### src/rtl/alu_cmd_sequencer_pkg.sv
// Shared opcode, ALU control and FSM state definitions for ALU initiators.
// Latency: none (definitions only).
// Backpressure: not applicable.
package alu_cmd_sequencer_pkg;

    // Command opcodes as presented on cmd_op
    localparam logic [1:0] OP_MUL = 2'b00;
    localparam logic [1:0] OP_ADD = 2'b10;
    localparam logic [1:0] OP_SUB = 2'b11;

    // ALU control pins: bit1 = opp (add/sub path), bit0 = asn (subtract)
    localparam logic [1:0] CTRL_MUL = 2'b00;
    localparam logic [1:0] CTRL_ADD = 2'b10;
    localparam logic [1:0] CTRL_SUB = 2'b11;

    typedef enum logic [1:0] {
        ST_IDLE  = 2'd0,
        ST_ISSUE = 2'd1,
        ST_WAIT  = 2'd2,
        ST_RESP  = 2'd3
    } state_t;

endpackage

### src/rtl/alu_cmd_sequencer_if.sv
// Command, response and ALU pin bundle between an ALU initiator and its environment.
// Latency: none (wires only).
// Backpressure: cmd_valid/cmd_ready and rsp_valid/rsp_ready handshakes.
interface alu_cmd_sequencer_if #(
    parameter int PART_LEN = 8,
    parameter int CNT_W    = 16
);
    logic                    cmd_valid;
    logic                    cmd_ready;
    logic [1:0]              cmd_op;
    logic [2*PART_LEN-1:0]   cmd_a;
    logic [2*PART_LEN-1:0]   cmd_b;
    logic [2*PART_LEN-1:0]   alu_a;
    logic [2*PART_LEN-1:0]   alu_b;
    logic [1:0]              alu_ctrl;
    logic [2*PART_LEN-1:0]   alu_res;
    logic                    rsp_valid;
    logic                    rsp_ready;
    logic [2*PART_LEN-1:0]   rsp_data;
    logic                    rsp_err;
    logic [CNT_W-1:0]        done_cnt;

    // Sequencer side
    modport slave (
        input  cmd_valid, cmd_op, cmd_a, cmd_b, alu_res, rsp_ready,
        output cmd_ready, alu_a, alu_b, alu_ctrl, rsp_valid, rsp_data, rsp_err, done_cnt
    );

    // Command producer / response consumer / ALU side
    modport master (
        output cmd_valid, cmd_op, cmd_a, cmd_b, alu_res, rsp_ready,
        input  cmd_ready, alu_a, alu_b, alu_ctrl, rsp_valid, rsp_data, rsp_err, done_cnt
    );

endinterface

### src/rtl/alu_op_decode.sv
// Maps a command opcode onto ALU control pins plus an illegal-opcode flag.
// Latency: combinational.
// Backpressure: none.
module alu_op_decode
    import alu_cmd_sequencer_pkg::*;
(
    input  logic [1:0] op,
    output logic [1:0] ctrl,
    output logic       err
);

    // Illegal opcodes fall back to ADD so they still run with normal timing
    always_comb begin
        ctrl = CTRL_ADD;
        err  = 1'b0;
        case (op)
            OP_MUL:  ctrl = CTRL_MUL;
            OP_ADD:  ctrl = CTRL_ADD;
            OP_SUB:  ctrl = CTRL_SUB;
            default: begin
                ctrl = CTRL_ADD;
                err  = 1'b1;
            end
        endcase
    end

endmodule

### src/rtl/alu_cmd_sequencer.sv
// Single-outstanding command front end for the registered add/sub/multiply ALU.
// Latency: response valid ALU_LAT+2 cycles after the accept cycle; one op per ALU_LAT+3 cycles.
// Backpressure: cmd_ready low while busy; response held stable until rsp_ready.
module alu_cmd_sequencer
    import alu_cmd_sequencer_pkg::*;
#(
    parameter int PART_LEN = 8,
    parameter int ALU_LAT  = 1,
    parameter int CNT_W    = 16
) (
    input  logic              clk,
    input  logic              rstn,
    alu_cmd_sequencer_if.slave bus
);

    localparam int         W        = 2 * PART_LEN;
    localparam logic [3:0] LAT_LOAD = 4'(ALU_LAT - 1);

    state_t           state;
    state_t           state_nxt;
    logic             accept;
    logic             capture;
    logic             rsp_done;

    logic [1:0]       dec_ctrl;
    logic             dec_err;

    logic             cmd_ready_q;
    logic [W-1:0]     alu_a_q;
    logic [W-1:0]     alu_b_q;
    logic [1:0]       alu_ctrl_q;
    logic             err_q;
    logic [3:0]       lat_cnt;
    logic [W-1:0]     rsp_data_q;
    logic             rsp_err_q;
    logic [CNT_W-1:0] done_cnt_q;

    alu_op_decode u_decode (
        .op   (bus.cmd_op),
        .ctrl (dec_ctrl),
        .err  (dec_err)
    );

    // State register
    always_ff @(posedge clk or negedge rstn) begin
        if (!rstn) begin
            state <= ST_IDLE;
        end else begin
            state <= state_nxt;
        end
    end

    // Next-state logic and per-cycle strobes for the datapath
    always_comb begin
        state_nxt = state;
        accept    = 1'b0;
        capture   = 1'b0;
        rsp_done  = 1'b0;
        case (state)
            ST_IDLE: begin
                if (bus.cmd_valid && cmd_ready_q) begin
                    accept    = 1'b1;
                    state_nxt = ST_ISSUE;
                end
            end
            ST_ISSUE: state_nxt = ST_WAIT;
            ST_WAIT: begin
                if (lat_cnt == 4'd0) begin
                    capture   = 1'b1;
                    state_nxt = ST_RESP;
                end
            end
            ST_RESP: begin
                if (bus.rsp_ready) begin
                    rsp_done  = 1'b1;
                    state_nxt = ST_IDLE;
                end
            end
            default: state_nxt = ST_IDLE;
        endcase
    end

    // Operand/control pins, latency counter, result capture and completion count
    always_ff @(posedge clk or negedge rstn) begin
        if (!rstn) begin
            cmd_ready_q <= 1'b0;
            alu_a_q     <= '0;
            alu_b_q     <= '0;
            alu_ctrl_q  <= CTRL_ADD;
            err_q       <= 1'b0;
            lat_cnt     <= '0;
            rsp_data_q  <= '0;
            rsp_err_q   <= 1'b0;
            done_cnt_q  <= '0;
        end else begin
            // Registered ready: low in the first cycle out of reset, high whenever idle
            cmd_ready_q <= (state_nxt == ST_IDLE);
            // ALU pins change only on accept, so they hold through capture and beyond
            if (accept) begin
                alu_a_q    <= bus.cmd_a;
                alu_b_q    <= bus.cmd_b;
                alu_ctrl_q <= dec_ctrl;
                err_q      <= dec_err;
            end
            if (state == ST_ISSUE) begin
                lat_cnt <= LAT_LOAD;
            end else if (state == ST_WAIT && lat_cnt != 4'd0) begin
                lat_cnt <= lat_cnt - 4'd1;
            end
            if (capture) begin
                rsp_data_q <= bus.alu_res;
                rsp_err_q  <= err_q;
            end
            // Wraps silently at all-ones
            if (rsp_done) begin
                done_cnt_q <= done_cnt_q + 1'b1;
            end
        end
    end

    assign bus.cmd_ready = cmd_ready_q;
    assign bus.alu_a     = alu_a_q;
    assign bus.alu_b     = alu_b_q;
    assign bus.alu_ctrl  = alu_ctrl_q;
    assign bus.rsp_valid = (state == ST_RESP);
    assign bus.rsp_data  = rsp_data_q;
    assign bus.rsp_err   = rsp_err_q;
    assign bus.done_cnt  = done_cnt_q;

endmodule

### src/flat_wrapper.sv
// flat-port wrapper written by rule: the top's interface ports become plain ports
module alu_cmd_sequencer_flat import alu_cmd_sequencer_pkg::*;
#(
    parameter int PART_LEN = 8,
    parameter int ALU_LAT  = 1,
    parameter int CNT_W    = 16
)
  (clk, rstn, bus_cmd_valid, bus_cmd_op, bus_cmd_a, bus_cmd_b, bus_alu_res, bus_rsp_ready, bus_cmd_ready, bus_alu_a, bus_alu_b, bus_alu_ctrl, bus_rsp_valid, bus_rsp_data, bus_rsp_err, bus_done_cnt);
  alu_cmd_sequencer_if #(.PART_LEN(PART_LEN), .CNT_W(CNT_W)) bus_i ();
  input  logic clk;
  input  logic rstn;
  input wire logic [$bits(bus_i.cmd_valid)-1:0] bus_cmd_valid;
  input wire logic [$bits(bus_i.cmd_op)-1:0] bus_cmd_op;
  input wire logic [$bits(bus_i.cmd_a)-1:0] bus_cmd_a;
  input wire logic [$bits(bus_i.cmd_b)-1:0] bus_cmd_b;
  input wire logic [$bits(bus_i.alu_res)-1:0] bus_alu_res;
  input wire logic [$bits(bus_i.rsp_ready)-1:0] bus_rsp_ready;
  output wire logic [$bits(bus_i.cmd_ready)-1:0] bus_cmd_ready;
  output wire logic [$bits(bus_i.alu_a)-1:0] bus_alu_a;
  output wire logic [$bits(bus_i.alu_b)-1:0] bus_alu_b;
  output wire logic [$bits(bus_i.alu_ctrl)-1:0] bus_alu_ctrl;
  output wire logic [$bits(bus_i.rsp_valid)-1:0] bus_rsp_valid;
  output wire logic [$bits(bus_i.rsp_data)-1:0] bus_rsp_data;
  output wire logic [$bits(bus_i.rsp_err)-1:0] bus_rsp_err;
  output wire logic [$bits(bus_i.done_cnt)-1:0] bus_done_cnt;
  assign bus_i.cmd_valid = bus_cmd_valid;
  assign bus_i.cmd_op = bus_cmd_op;
  assign bus_i.cmd_a = bus_cmd_a;
  assign bus_i.cmd_b = bus_cmd_b;
  assign bus_i.alu_res = bus_alu_res;
  assign bus_i.rsp_ready = bus_rsp_ready;
  assign bus_cmd_ready = bus_i.cmd_ready;
  assign bus_alu_a = bus_i.alu_a;
  assign bus_alu_b = bus_i.alu_b;
  assign bus_alu_ctrl = bus_i.alu_ctrl;
  assign bus_rsp_valid = bus_i.rsp_valid;
  assign bus_rsp_data = bus_i.rsp_data;
  assign bus_rsp_err = bus_i.rsp_err;
  assign bus_done_cnt = bus_i.done_cnt;
  alu_cmd_sequencer #(.PART_LEN(PART_LEN), .ALU_LAT(ALU_LAT), .CNT_W(CNT_W)) u_core (.clk(clk), .rstn(rstn), .bus(bus_i));
endmodule
### config.mk
export PLATFORM = sky130hd
export DESIGN_NAME = alu_cmd_sequencer_flat
export DESIGN_NICKNAME = d
export VERILOG_FILES = /design/src/rtl/alu_cmd_sequencer_pkg.sv /design/src/rtl/alu_cmd_sequencer_if.sv /design/src/rtl/alu_op_decode.sv /design/src/rtl/alu_cmd_sequencer.sv /design/src/flat_wrapper.sv
export SDC_FILE = /design/constraint.sdc
export NUM_CORES = 1
export LEC_CHECK = 0
export ABC_CLOCK_PERIOD_IN_PS = 2450
export CAP_MARGIN = 20
export CELL_PAD_IN_SITES_DETAIL_PLACEMENT = 1
export CELL_PAD_IN_SITES_GLOBAL_PLACEMENT = 1
export CORE_AREA = 4 4 102 104
export CTS_BUF_LIST = sky130_fd_sc_hd__clkbuf_4
export DETAILED_ROUTE_END_ITERATION = 6
export DIE_AREA = 0 0 106 108
export GPL_TIMING_DRIVEN = 0
export HOLD_SLACK_MARGIN = 0.15
export PLACE_DENSITY = 0.89
export SYNTH_ARGS = -nofsm -noshare
export SYNTH_HDL_FRONTEND = slang
export SYNTH_SLANG_ARGS = --single-unit
### constraint.sdc
create_clock -name clk -period 2.45 [get_ports clk]
set_clock_uncertainty 0.2 [all_clocks]
set_input_delay 0.735 -clock clk [delete_from_list [all_inputs] [get_ports clk]]
set_output_delay 0.735 -clock clk [all_outputs]
set_load 0.01 [all_outputs]
==> metrics.md <==
| Metric | Value |
|---|---|
| Status | completed |
| Critical Path Fanout Max | 6 |
| Num Clock Sinks | 75 |
| Final Hold Viols | 0 |
| RSZ-0062 raised after global routing | no |
| H-tree Lvls | 3 |
| Worst slew pin tran | 0.499 ns |
| Reg2reg setup slack | 0.39 ns |
| Pre-antenna DRT Iters | 4 |
| DR iter-0 viols | 74 |
| Syn avg cell area | 10.8 um^2 |
| Slew headroom | 66.7% |
| Fmax | 0.423 GHz |
| Min Clock Period, post-route | roughly 2.4 ns |
| WP data arrival | 1.43 ns |
| Crit path launch | u_core.bus.done_cnt[4] |
| Stages on worst setup path | 1 |
| #FFs+latches synth | 75 |
| Fin. max-slew vios | 0 |
| Diodes inserted | 0 |
| DRT antenna net count | 0 |
| Global-route wire length before repair | ~14000 um |
| Max Root-Sink Buffers | 2 |
| Setup_tns | 0 ns |
| Number of global-route vias before repair | 2828 |
| Remaining DRCs | 0 |
| CTS tree | built |
| Total of max-cap violations | 0 |
| I/O Buffers | 122 |
| CP bufs+invs | 1 |
| Crit-path leading delay family | buffers and inverters |
| Die Ht | approximately 110 um |
| Setup violations, final | 0 |
| Grt total ovfl | 0 |
| Max IR drop VDD | 0.356 mV |
| Crit end category | primary output |
| Seq/Total Area, Yosys | between 60% and 70% |
| Synthesis warning total | 0 |
| Worst setup SP type | flip-flop |
| Critical Path, Cell by Cell | clkdlybuf4s50_1 |
| I/O pin total | 123 |
| Total wire length | about 8400 um |
| Worst R2R End | u_core.bus.rsp_data[12] |
| Clk root buf | clkbuf_4 |
| Num CTS Buffers | 9 |
| Critical path data required time | 1.51 ns |
| Crit Path Class | reg -> out |
| Routed length per instance | around 15 um |
| GRT Overall Usage | between 10% and 20% |
| Final nets | 480 |
| Initial antenna violation count | 0 |
| Worst hold path type | reg -> reg |
| Slowest CP cell | clkdlybuf4s50_1 |
| Mapped Area | 3090 um^2 |
| Core area | 9550 um^2 |
| Largest net degree at the start of global routing | 44 |
| PwrDens | between 1000 and 1500 nW/um^2 |
| Final Util | 48.7% |
| Fin crit share | 96.5% |
| GP Congestion | 0.730 |
| DIE AREA | 11400 um^2 |
| Vias per inst | 4.52 |
| Initial Util | 32.4% |
| Synth Instances | around 290 |
| Post-synth cell types | 33 |
| Clk_lat worst skew | about 0.40 ns |
| Layout cells sized above 1 | 12.4% |
| Clk pin slew, worst setup/hold paths | 0.12 ns |
| Syn-to-layout area delta | 50.4% |
| FP Rows | 36 |
| Cell Area, Placed | 4500 um^2 |
| Syn nets | ~340 |
| Routed via count | ~2500 |
| DP HPWL | 6420 um |
| DIE WIDTH | between 100 and 150 um |
| Design area | 4650 um^2 |
| Cells on worst reg2reg path | 6 |
| Worst path max stage delay | 0.57 ns |
| Worst r2r src | u_core.lat_cnt[0] |
| P_leak | 2.17 nW |
| Critical path endpoint | bus_done_cnt[4] |
[state kept, by name, indices dropped and copies added (netlist names)]
signal                cells
u_core.bus.alu_b         16
u_core.bus.rsp_data      16
u_core.bus.cmd_ready      1
u_core.bus.rsp_err        1
u_core.err_q              1
u_core.lat_cnt            4
u_core.bus.alu_a         16
u_core.bus.done_cnt      16
u_core.bus.alu_ctrl       2
u_core.state              2
[synthesized netlist by cell type]
master      n  share of area [%]
or3_1       1               0.20
nand3_1     5               0.81
buf_2       6               0.97
o21ai_0     3               0.49
a32o_1      2               0.65
and3_1      2               0.40
and2_1      1               0.20
dfrtp_1    74                 60
and4_1      2               0.57
nand3_2     1               0.32
nor3b_4     1               0.61
or2_2       1               0.20
ha_1        3                1.2
nor4_4      1               0.69
buf_6       1               0.36
nor2_1      7               0.85
o31ai_1     1               0.24
xor2_1      3               0.85
nand3b_1    1               0.24
nand2_1   118                 14
mux2_2      9                3.3
mux2_4      8                3.9
inv_1       6               0.73
xnor2_1    12                3.4
clkbuf_1    3               0.36
nor4_2      1               0.40
nand3_4     1               0.57
a22o_1      3               0.85
dfstp_2     1               0.85
nor3_1      2               0.32
o211ai_1    1               0.24
a21oi_1     1               0.16
nand4_1     4               0.81
[per-stage QoR]
stage                     hold slack, ns  cells  power [W]  setup slack, ns
final                              0.281    561    0.00475           0.0851
after global routing               0.315    561    0.00510         0.000105
after global placement             0.251    541    0.00402            -2.28
after CTS                          0.286    561    0.00483           0.0345
after detailed placement           0.261    542    0.00412           -0.131
after floorplan                    0.235    286    0.00289            0.604
[power by group]
| part | total [W] | switching, W | internal (W) | leakage, nW |
|---|---|---|---|---|
| combinational | 0.00211 | 0.000882 | 0.00123 | 1.16 |
| clock | 0.000662 | 0.000435 | 0.000227 | 0.0626 |
| sequential | 0.00197 | 0.000285 | 0.00169 | 0.954 |
| total | 0.00475 | 0.00160 | 0.00315 | 2.17 |
[cell families after synthesis]
group,synth area share (%)
compound gates,2.63
xor+xnor,4.25
fa+ha+maj,1.21
buf+inv,2.43
flops,60.8
mux,7.17
simple gates,21.5
[placed cells by master, fill, tap and decap left out, types with 4 or more instances in the layout]
master,count
clkdlybuf4s50_1,119
inv_1,6
nand3_1,5
buf_2,4
nor2_1,7
xnor2_1,12
dfrtp_1,72
clkbuf_4,11
mux2_4,8
nand2_1,118
buf_4,4
mux2_2,9
nand4_1,4
[worst min path at each step]
stage	endpoint	startpoint	depth (start not counted)	slack, ns
floorplan	u_core.err_q	u_core.err_q	2	0.23
global placement	u_core.err_q	u_core.err_q	2	0.25
detailed placement	u_core.bus.alu_b[8]	u_core.bus.alu_b[8]	2	0.26
CTS	u_core.bus.alu_ctrl[1]	u_core.bus.alu_ctrl[1]	2	0.29
global route	u_core.bus.alu_ctrl[1]	u_core.bus.alu_ctrl[1]	2	0.32
finish	u_core.bus.alu_ctrl[1]	u_core.bus.alu_ctrl[1]	2	0.28
[area by class of cell]
cell class                 count  area (um^2)
buffer                        10         61.3
clock buffer                  11         82.6
clock inverter                 5         30.0
fill                        1081         4900
inverter                       6         22.5
multi-input combinational    195         1140
sequential                    75         1880
tap                          133          166
timing repair buffer         126         1270
[layer usage]
metal | global-route usage, % | vias to the layer above | part of all wire, %
li1 | - | 1199 | -
met1 | 18.5 | 1247 | 39
met2 | 27.6 | 77 | 52
met3 | 6.27 | 10 | 7.7
met4 | 4.44 | 0 | 1.4
met5 | 0 | - | 0
[repair_timing]
item / 4_1_cts / 5_1_grt
buffers inserted: 2 / 0
gates cloned: 0 / 0
resized for setup: 5 / 2
hold endpoints to repair: 32 / 0
endpoints found under the setup margin: 2 / 2
hold buffers: 1 / 0
No activity file was read; power rests on OpenSTA's default activity.
